<file path="config.mk">
export PLATFORM = sky130hd
export DESIGN_NAME = eight_bit_demux_dispatch_ctrl
export DESIGN_NICKNAME = d
export VERILOG_FILES = /design/src/rtl/eight_bit_demux_dispatch_ctrl.sv
export SDC_FILE = /design/constraint.sdc
export NUM_CORES = 1
export LEC_CHECK = 0
export ABC_AREA = 1
export ABC_CLOCK_PERIOD_IN_PS = 2200
export BUFFER_PORTS_ARGS = -buffer_cell sky130_fd_sc_hd__buf_2
export CAP_MARGIN = 0
export CORE_AREA = 2 2 74 104
export CTS_CLUSTER_DIAMETER = 200
export CTS_CLUSTER_SIZE = 12
export DETAILED_ROUTE_END_ITERATION = 10
export DIE_AREA = 0 0 76 106
export MAX_ROUTING_LAYER = met4
export PLACE_DENSITY = 0.59
export SYNTH_ARGS = -nofsm -noshare
export SYNTH_HDL_FRONTEND = slang
export SYNTH_SLANG_ARGS = --single-unit
</file>
<file path="constraint.sdc">
create_clock -name clk -period 2.2 [get_ports clk]
set_input_delay 0.22 -clock clk [delete_from_list [all_inputs] [get_ports clk]]
set_output_delay 0.22 -clock clk [all_outputs]
set_load 0.01 [all_outputs]
</file>
<file path="src/rtl/eight_bit_demux_dispatch_ctrl.sv">
// Byte dispatch controller: holds one byte and routes it through an 8-bit 1-to-4 demux into per-channel output slots.
// Optional broadcast dispatch is enabled by defining DEMUX_BCAST_EN.

module eight_bit_demux_1to4 (
  input  logic [7:0] a,
  input  logic [1:0] s,
  output logic [7:0] y0,
  output logic [7:0] y1,
  output logic [7:0] y2,
  output logic [7:0] y3
);
  logic s0_n, s1_n, e0, e1, e2, e3;

  not u_n0 (s0_n, s[0]);
  not u_n1 (s1_n, s[1]);
  and u_e0 (e0, s1_n, s0_n);
  and u_e1 (e1, s1_n, s[0]);
  and u_e2 (e2, s[1], s0_n);
  and u_e3 (e3, s[1], s[0]);

  genvar i;
  generate
    for (i = 0; i < 8; i++) begin : g_bit
      and u_y0 (y0[i], a[i], e0);
      and u_y1 (y1[i], a[i], e1);
      and u_y2 (y2[i], a[i], e2);
      and u_y3 (y3[i], a[i], e3);
    end
  endgenerate
endmodule

module eight_bit_demux_dispatch_ctrl #(
  parameter int STALL_MAX = 15
) (
  input  logic       clk,
  input  logic       rst_n,
  input  logic       in_valid,
  output logic       in_ready,
  input  logic [7:0] in_data,
  input  logic [1:0] in_dest,
  input  logic       in_bcast,
  output logic [3:0] out_valid,
  input  logic [3:0] out_ready,
  output logic [7:0] out_data0,
  output logic [7:0] out_data1,
  output logic [7:0] out_data2,
  output logic [7:0] out_data3,
  output logic [1:0] demux_sel,
  output logic [7:0] disp_cnt,
  output logic       stall_err
);
  localparam logic [7:0] STALL_LIM = 8'(STALL_MAX);

  typedef enum logic {IDLE = 1'b0, HOLD = 1'b1} state_t;
  state_t state, state_nxt;

  logic [7:0] hold_data;
  logic [7:0] stall_cnt;
  logic [7:0] stall_nxt;
  logic [7:0] dmx_a;
  logic [7:0] dmx_y [4];
  logic [7:0] slot_data [4];
  logic [3:0] can_load;
  logic [3:0] load;
  logic       accept;
  logic       dispatch;
  logic       bcast_sel;

`ifdef DEMUX_BCAST_EN
  logic hold_bcast;
  assign bcast_sel = hold_bcast;
`else
  logic unused_bcast;
  assign unused_bcast = in_bcast;
  assign bcast_sel    = 1'b0;
`endif

  // a slot accepts new data when empty or being drained this cycle
  assign can_load  = ~out_valid | out_ready;
  assign dmx_a     = (state == HOLD) ? hold_data : 8'h00;
  assign stall_nxt = (stall_cnt == 8'hFF) ? 8'hFF : stall_cnt + 8'd1;

  eight_bit_demux_1to4 u_demux (
    .a  (dmx_a),
    .s  (demux_sel),
    .y0 (dmx_y[0]),
    .y1 (dmx_y[1]),
    .y2 (dmx_y[2]),
    .y3 (dmx_y[3])
  );

  always_ff @(posedge clk or negedge rst_n) begin
    if (!rst_n) state <= IDLE;
    else        state <= state_nxt;
  end

  always_comb begin
    state_nxt = state;
    case (state)
      IDLE:    if (accept)   state_nxt = HOLD;
      HOLD:    if (dispatch) state_nxt = IDLE;
      default: state_nxt = IDLE;
    endcase
  end

  always_comb begin
    in_ready = (state == IDLE);
    accept   = in_ready & in_valid;
    dispatch = 1'b0;
    load     = 4'b0000;
    if (state == HOLD) begin
      if (bcast_sel) begin
        dispatch = &can_load;
        load     = {4{dispatch}};
      end else begin
        dispatch        = can_load[demux_sel];
        load[demux_sel] = dispatch;
      end
    end
  end

  always_ff @(posedge clk or negedge rst_n) begin
    if (!rst_n) begin
      hold_data <= 8'h00;
`ifdef DEMUX_BCAST_EN
      hold_bcast <= 1'b0;
`endif
      demux_sel <= 2'b00;
      out_valid <= 4'b0000;
      for (int k = 0; k < 4; k++) slot_data[k] <= 8'h00;
      disp_cnt  <= 8'h00;
      stall_cnt <= 8'h00;
      stall_err <= 1'b0;
    end else begin
      if (accept) begin
        hold_data <= in_data;
        demux_sel <= in_dest;
`ifdef DEMUX_BCAST_EN
        hold_bcast <= in_bcast;
`endif
      end
      for (int k = 0; k < 4; k++) begin
        if (load[k]) begin
          out_valid[k] <= 1'b1;
          slot_data[k] <= bcast_sel ? hold_data : dmx_y[k];
        end else if (out_ready[k]) begin
          out_valid[k] <= 1'b0;
        end
      end
      if (dispatch) disp_cnt <= disp_cnt + 8'd1;
      // stall_err rises on the same edge the counter reaches the limit
      if (accept) begin
        stall_cnt <= 8'h00;
      end else if ((state == HOLD) && !dispatch) begin
        stall_cnt <= stall_nxt;
        if (stall_nxt == STALL_LIM) stall_err <= 1'b1;
      end
    end
  end

  assign out_data0 = slot_data[0];
  assign out_data1 = slot_data[1];
  assign out_data2 = slot_data[2];
  assign out_data3 = slot_data[3];
endmodule

</file>
## Yosys cells after proc, flatten, opt, wreduce, memory -nomap -nowiden

Cells that the tools add are included.

- Eq/ne operators: 2
- Add/subtract/negate cells: 2
- $lt $le $gt $ge: 2
- Reductions and logical operators: 9
- Bitwise logic cells: 44
- Mux-type cells: 21

Operator list:

| kind | number |
|---|---|
| $and 1x1->1 | 37 |
| $mux 8 | 4 |
| $add 8x1->8 const B | 2 |
| $mux 1 | 13 |
| $reduce_bool 2->1 | 5 |
| $eq 8x4->1 const B | 1 |
| $eq 8x8->1 const B | 1 |
| $and 4x4->4 | 1 |
| $mux 4 | 1 |
| $not 1->1 | 4 |
| $not 4->4 | 1 |
| $or 4x4->4 | 1 |
| $lt 2x3->1 const B | 1 |
| $reduce_and 3->1 | 1 |
| $bmux 1 s2 | 1 |
| $demux 1 s2 | 1 |
| $ge 2x1->1 const B | 1 |
| $logic_and 1x1->1 | 2 |
| $pmux 1 s2 | 1 |
| $logic_not 1->1 | 1 |

- Output and inout port bits: 48
- Input bits: 18
- Register bits: 64
- Word-level logic and storage cells: 94

## Longest topological paths before layout

Gate-level depths: netlist of the first run.

- Word-level depth: 9
- Gate-level depth with buffers: 11
- Gate-level depth less buffers: 11

## Cells and area by module

Synthesis of the first run repeated with hierarchy kept, for this count alone.

- Cells, all modules: 377
- Area total of the unflattened synthesis: 3002.9 µm²

Modules (own cells, without submodules):

| module | times used | seq. area each (µm²) | cells each | area an instance (µm²) |
|---|---|---|---|---|
| eight_bit_demux_dispatch_ctrl | 1 | 1601.5 | 331 | 2830.2 |
| eight_bit_demux_1to4 | 1 | 0.0 | 46 | 172.7 |

## Worst setup path before layout of the first run

No wires, ideal clock.

- Path kind: register to register
- Start point: reg demux_sel[1]
- End point: reg disp_cnt[3]
- Period minus slack after synthesis: 1478 ps
- Library setup time: 122 ps
- Path buffers: 1
- Cell stages (with the launch flop): 10
- Data arrival time: 1356 ps
- Setup slack: 722 ps
- Data required time: 2078 ps
- Cells stage by stage: dfrtp_1 inv_1 nand2_1 nor2_1 nor2_1 nand2_2 nor2_8 buf_4 nand2_1 xor2_1

- Cells in the longest elaborated chain, start to end: 3

Ends and longest elaborated chain:

| what | line | source |
|---|---|---|
| start: declaration | 48 | `output logic [1:0] demux_sel,` |
| start signal: assignment | 137 | `demux_sel <= in_dest;` |
| $bmux 1 s2 | 116 | `dispatch = can_load[demux_sel];` |
| $mux 1 (not written as such) | 116 |  |
| $mux 1 | 111 | `if (state == HOLD) begin` |
| end signal: assignment | 150 | `if (dispatch) disp_cnt <= disp_cnt + 8'd1;` |
| end: declaration | 49 | `output logic [7:0] disp_cnt,` |

Every way passes these cells. The select of a mux whose other input is x is not followed.
A chain may end at the register's enable or synchronous reset.

## Worst setup path after layout of the first run

- Start point: reg demux_sel[1]
- End point: reg stall_cnt[0]

- Cells in the longest elaborated chain, start to end: 6

Ends and longest elaborated chain:

| what | line | source |
|---|---|---|
| $bmux 1 s2 | 116 |  |
| $mux 1 (not written as such) | 116 |  |
| $mux 1 | 111 |  |
| $logic_not 1->1 | 154 | `end else if ((state == HOLD) && !dispatch) begin` |
| $logic_and 1x1->1 | 154 |  |
| $reduce_bool 2->1 (no line) | -- |  |
| end signal: assignment | 155 | `stall_cnt <= stall_nxt;` |
| end: declaration | 58 | `logic [7:0] stall_cnt;` |

Every way passes these cells. The select of a mux whose other input is x is not followed.

==> results of run 1 <==
-- final cells by class --
class | count | area (µm²) | area share (%)
flip-flops and latches | 64 | 1602 | 47.64
multi-input cells | 195 | 968.4 | 28.81
repair buffers | 67 | 357.8 | 10.64
clock buffers | 13 | 148.9 | 4.429
inverters | 39 | 146.4 | 4.354
well taps | 97 | 121.4 | 3.610
clock inverters | 3 | 17.52 | 0.5210
-- placed cells by master, fill, tap and decap left out, types with 2 or more instances in the layout --
| cell type | count |
|---|---|
| o22ai_1 | 2 |
| o21ai_0 | 10 |
| clkbuf_1 | 3 |
| inv_1 | 39 |
| clkinv_2 | 2 |
| a21oi_1 | 9 |
| nor3_1 | 4 |
| buf_2 | 64 |
| nand4_1 | 4 |
| nand2_1 | 81 |
| nor2_1 | 25 |
| clkbuf_8 | 10 |
| nand3_1 | 12 |
| ha_1 | 2 |
| xor2_1 | 6 |
| o21ai_1 | 24 |
| nand2_4 | 4 |
| dfrtp_1 | 64 |
| o21ai_2 | 8 |
-- through the flow --
stage	util [%]	setup WS (ps)	instances
floorplan	-	722.0	305
global placement	44.39	613.0	461
detailed placement	44.39	566.6	461
CTS	46.85	576.4	478
global route	46.85	412.6	478
finish	46.85	588.7	478
-- cell usage after synthesis --
cell,number
dfrtp_1,64
xor2_1,6
o21ai_2,8
a21oi_1,9
nand2_4,4
buf_4,1
clkbuf_1,1
o21ai_0,10
nand2_2,1
nor2_8,1
o21bai_1,1
inv_1,39
nand3_1,12
mux2_2,1
o22ai_1,2
buf_6,4
o21ai_1,24
ha_1,2
nand2_1,81
nand4_1,4
buf_1,1
nor2_1,25
nor3_1,4
-- power breakdown --
part | total (mW) | leakage, nW | switching [mW] | internal, mW
Combinational | 1.30 | 0.972 | 0.771 | 0.526
Sequential | 1.83 | 0.787 | 0.245 | 1.58
Clock | 0.867 | 0.0834 | 0.431 | 0.437
Total | 3.99 | 1.84 | 1.45 | 2.54
-- state kept, by name, summed over array words and instances, names as in the netlist --
name,cells
demux_sel,2
disp_cnt,8
hold_data,8
out_data0,8
out_data1,8
out_data2,8
out_data3,8
out_valid,4
stall_cnt,8
stall_err,1
state,1
-- kinds of logic after synthesis --
logic type / count (synthesis) / share of synthesized area, %
and+or+nand+nor: 132 / 20.68
DFF: 64 / 57.68
AOI/OAI and AO/OA: 54 / 11.00
buffers and inverters: 46 / 7.435
xor gates and xnor gates: 6 / 1.893
adders and majority gates: 2 / 0.9012
muxes: 1 / 0.4056
-- worst max path at each step --
stage          cells past startpoint  slack (ps)           end
6_report                           8         590  stall_cnt[0]
4_1_cts                            8         580  stall_cnt[0]
2_1_floorplan                      9         720   disp_cnt[3]
3_5_place_dp                       8         570  stall_cnt[3]
5_1_grt                            8         410  stall_cnt[0]
3_3_place_gp                       9         610  out_data3[3]
-- repair_timing --
item | in CTS | in global routing
resized for setup | 0 | 0
endpoints found under the hold margin | 64 | 0
hold buffers | 1 | 0
-- critical path, delay by kind of cell (launching register included) --
family | cells | cell delay [ps]
and+or+nand+nor | 6 | 870
DFF | 1 | 380
buffers and inverters | 1 | 80
AOI/OAI and AO/OA | 1 | 200
-- layer usage --
metal	GRT usage, %	vias up
met1	20.50	991
met3	2.801	12
met5	-	-
met4	10.13	0
li1	-	1116
met2	24.30	51
==> metrics.cfg, run 1 <==
[global_route]
first_global_vias = 2041
antenna_found_initial = 0
grt_first_pass_wirelength_mm = 9.763
grt_usage_pct = 16.19
grt_max_degree = 65
grt_overflow_total = 0

[detailed_routing]
m1WireLength_mm = 2.653
drc = 0
wl_per_cell_um = 12.35
drt_pass1_iterations = 4
vias = 2170
route.top_layer_used = met4
drtIter0Drc = 114
dr_wl_met3_um = 256
met2_length_mm = 2.830
route.antenna.remaining_nets = 0
viasPerCell = 4.540
wl_mm = 5.902

[sta]
hold_viol = 0
drv_slew = 0
finClkSkew_ps = 11.03
setup_viol = 0
post-route-period-util_pct = 73.24
max_slew.worst_pin.slew_ps = 346.5
fmax_mhz = 620.6
finalSetupTns_ps = 0
rsz0062_at_grt = false
min_period_ps = 1611
whs_ps = 114.2
max-slew-margin-rel_pct = 76.90

[worst_setup_path]
startpoint_type = register
cp_common_cell = nand2_1
rr_endpoint = stall_cnt[0]
crit_path_start = demux_sel[1]
r2r-start = demux_sel[1]
critPathMaxFanout = 8
crit_required_ps = 2460
r2r_setup_slack_ps = 590
worstSetupPathType = register to register
r2r_cells = 8
slowest_stage = dfrtp_1
critPathArrivalTime_ps = 1870
worstPathCellList = inv_1 > nand2_1 > nor2_1 > nor2_1 > nand2_2 > nand2_1 > nand2_1 > o21ai_0
max_stage_delay_ps = 380
crit_path_end_kind = register

[final_layout]
fill_cells = 712
nets = 396
layout-drive-gt1-share_pct = 24.67
diodes = 0
syn2layout_area_growth_pct = 21.09
fin_area_um2 = 3362

[cts]
clock_tree.buffer_depth = 2
clk-insertion-delay-late_ps = 340
cts_buffers = 9
clk_pin_slew_ps = 60
cts_root_buf = clkbuf_8
clock_sink_count = 64
post_cts_buffers = 0
htree_levels = 3
cts_tree = built

[synthesis]
synthTopCellsByArea = dfrtp_1 (58%), nand2_1 (11%), inv_1 (5.3%)
avgSynthCellArea_um2 = 9.103
yosysUniqueCellTypes = 23
synth_nets = 325
yosysWarnings = 0
syn_inst = 305
synth.largest_area_cell = dfrtp_1
ys_seq_area_share_pct = 57.68
syn_area_um2 = 2776
yosysTopAreaCellShare_pct = 57.68
synth_seq_cells = 64

[placement]
placedInstanceArea_um2 = 3186
port-buffer-count = 64
dp_hpwl_mm = 4.220
place.gp.congestion = 0.7935

[floorplan]
io_pins = 66
die_area_um2 = 8056
core_um2 = 7176
initial_core_util_pct = 38.69
rows = 37
die_w_um = 76
die_h_um = 106

[min_path]
hp-start = in_data[4]
holdPathStages = 2
hold_end = hold_data[4]
hp-class = primary input to register

[pwr]
vdd_drop_max_mv = 0.4337
p_leak_nw = 1.842
finalPower_mw = 3.991
power_density_nw_per_um2 = 1187

[run_status]
status = complete, no violations

[run]
maxCapViolCount = 0

Note: power is estimated with default switching activity, not from simulation.
==> run 2: changes to the inputs <==
ABC_AREA = 0   (was 1)
ABC_CLOCK_PERIOD_IN_PS = 1400   (was 2200)
CORE_AREA = 2 2 73 103   (was 2 2 74 104)
DIE_AREA = 0 0 75 105   (was 0 0 76 106)
PLACE_DENSITY = 0.62   (was 0.59)
clock period = 1.4 ns   (was 2.2 ns; I/O delays follow)
==> run 2 against run 1 <==
Compared with the run above:
- highest routed layer unchanged
- via count up 9.3%
- synthesized cell count down 22%
- the run now ends with negative setup slack left
- sequential share of layout area down 9.7 points
- sequential power up 59%
- first-iteration DRC count up 25%
- maximum frequency down 13%
- largest cell class unchanged
- critical endpoint is now stall_cnt[6]
- worst hold slack worse by 37 ps
- utilization up 14 points
==> metrics.cfg, run 2 <==
[sta]
hold_viol = 0
finClkSkew_ps = 12.82
finalSetupTns_ps = -11060
max-slew-margin-rel_pct = 66.87
drv_slew = 0
fin_ws_ps = -450.9
post-route-period-util_pct = 132.2
fmax_mhz = 540.3
max_slew.worst_pin.slew_ps = 495.1
min_period_ps = 1851
setup_viol = 50
rsz0062_at_grt = true

[cts]
cts_tree = built
htree_levels = 3
cts_buffers = 9
clock_tree.buffer_depth = 2
clk-insertion-delay-late_ps = 350
cts_root_buf = clkbuf_8
clk_pin_slew_ps = 70
clock_sink_count = 64

[synthesis]
synth_nets = 257
avgSynthCellArea_um2 = 11.54
synth_edf_count = 0
yosysMostFrequentCell = dfrtp_1
yosysUniqueCellTypes = 35
yosysWarnings = 0
synth-simple-area-share_pct = 18.67
syn_area_um2 = 2734
synthFlopType = dfrtp_1
ys_top_cells_by_count = dfrtp_1 (64), nand2_1 (50), mux2_2 (29), nor3_1 (11), nand3_1 (7)
synthTopCellsByArea = dfrtp_1 (59%), mux2_2 (12%), nand2_1 (6.9%)
synth-xor-area-share_pct = 3.158
synth_compound_area_share_pct = 4.394
synthArstFlopShare_pct = 100.0
synth_mux_area_share_pct = 12.31
synth_seq_cells = 64
syn_inst = 237
synth_top_family_by_area = simple AND/OR/NAND/NOR gates
synth.largest_area_cell = dfrtp_1
yosysTopAreaCellShare_pct = 58.58
synthAdderAreaFrac_pct = 0.9153
ys_seq_area_share_pct = 58.58

[global_route]
first_global_vias = 2364
antenna_found_initial = 0
grt_overflow_total = 0
grt_usage_pct = 20.75
grt_first_pass_wirelength_mm = 11.86
grt_max_degree = 23

[final_layout]
most-common-layout-cells = buf_2 (64), dfrtp_1 (62), nand2_1 (47)
nets = 393
regArea_um2 = 1604
post-route-util_pct = 61.35
fin_area_um2 = 4228
multi_input_area_um2 = 1320
layout-drive-gt1-share_pct = 53.05
syn2layout_area_growth_pct = 54.65
diodes = 0
final_common_cell = buf_2
fill_cells = 556

[min_path]
hp-class = primary input to register
hold_end = out_valid[3]
holdPathStages = 3
hp-start = out_ready[3]

[run_status]
violations = negative setup slack
status = complete, but fails checks

[detailed_routing]
drc = 0
drt_pass1_iterations = 4
met2_length_mm = 4.024
drtIter0Drc = 143
wl_mm = 7.518
wl_per_cell_um = 15.93
m1WireLength_mm = 2.985
route.top_layer_used = met4
dr_wl_met3_um = 351
vias = 2372
route.antenna.remaining_nets = 0
viasPerCell = 5.025

[floorplan]
die_h_um = 105
core_um2 = 6892
initial_core_util_pct = 39.67
die_area_um2 = 7875
io_pins = 66
rows = 36
die_w_um = 75

[worst_setup_path]
slowest_stage = dfrtp_2
worstPathCellList = buf_12 > nor4bb_4 > buf_4 > nor4_2 > buf_4 > buf_4 > nor4_2 > nor3_1
rr_endpoint = stall_cnt[6]
crit_path_end_kind = register
r2r_setup_slack_ps = -450
startpoint_type = register
critPathMaxFanout = 5
critPathArrivalTime_ps = 2080
max_stage_delay_ps = 440
cp_common_cell = buf_4
r2r-start = demux_sel[1]
crit_required_ps = 1620
worstSetupPathType = register to register
r2r_cells = 8

[pwr]
p_leak_nw = 2.068
vdd_drop_max_mv = 1.079
power_density_nw_per_um2 = 1699

[placement]
dp_hpwl_mm = 4.781
place.gp.congestion = 0.9422
placedInstanceArea_um2 = 3505
port-buffer-count = 64
pre_cts_slack_ps = -506.6

[run]
maxCapViolCount = 0

[run 2: cell types whose count changed after synthesis, sizes merged, moves of 4 or more]
cell | before | now
o21ai | 42 | 3
nand2 | 86 | 50
inv | 39 | 4
mux2 | 1 | 29
nor2 | 26 | 6
nor3 | 4 | 12
a21oi | 9 | 3
nand3 | 12 | 7
nor4 | 0 | 5
a31oi | 0 | 4
clkbuf | 1 | 5
nand2b | 0 | 4
[run 2: stage by stage]
step,hold slack [ps],instances,power [mW]
after floorplan,-155.6,237,4.111
after global placement,124.7,428,5.224
after detailed placement,129.9,428,5.276
after CTS,64.00,466,7.098
after global routing,95.74,472,7.605
final,77.23,472,7.182
[run 2: worst max-delay path, delay by kind of cell (launching register included)]
kind	cells	cell delay [ps]
buffers and inverters	4	610
flip-flops	1	440
AND/OR/NAND/NOR	4	680
[run 2: where the power goes]
group | switching, mW | internal (mW) | leakage [nW]
clock network | 0.682 | 0.852 | 0.0989
registers | 0.405 | 2.51 | 0.795
logic | 1.30 | 1.44 | 1.17
[run 2: kinds of logic (layout without fill, tap and decap cells)]
family,Yosys count,after routing
xor+xnor,9,9
compound gates,17,17
fa+ha+maj,2,2
flops,64,64
mux,30,30
simple gates,102,102
buf+inv,13,153
[run 2: layer usage]
layer,GRT usage (%),vias to the layer above
met5,-,-
met4,8.673,0
met3,4.050,16
met2,32.52,81
met1,25.81,1167
li1,-,1108
[run 2: area by class of cell]
cell class	instances	area share, %
flip-flops and latches	64	37.94
multi-input cells	160	31.22
repair buffers	134	23.26
clock buffers	11	3.344
well taps	95	2.811
clock inverters	4	1.065
inverters	4	0.3551
[run 2: what timing repair did]
item,CTS,global route
cloned,1,2
setup endpoints to repair,41,50
endpoints found under the hold margin,27,0
resized for setup,38,25
setup buffers,11,4
pin swaps,9,16
hold buffers,11,0
[run 2: how the worst max path moves through the flow]
stage	from	endpoint	slack (ps)	depth (start not counted)
floorplan	demux_sel[1]	disp_cnt[7]	-520	5
global placement	demux_sel[0]	disp_cnt[7]	-440	4
detailed placement	demux_sel[0]	stall_cnt[1]	-510	7
CTS	demux_sel[1]	disp_cnt[7]	-430	4
global route	demux_sel[1]	stall_cnt[6]	-510	8
finish	demux_sel[1]	stall_cnt[6]	-450	8
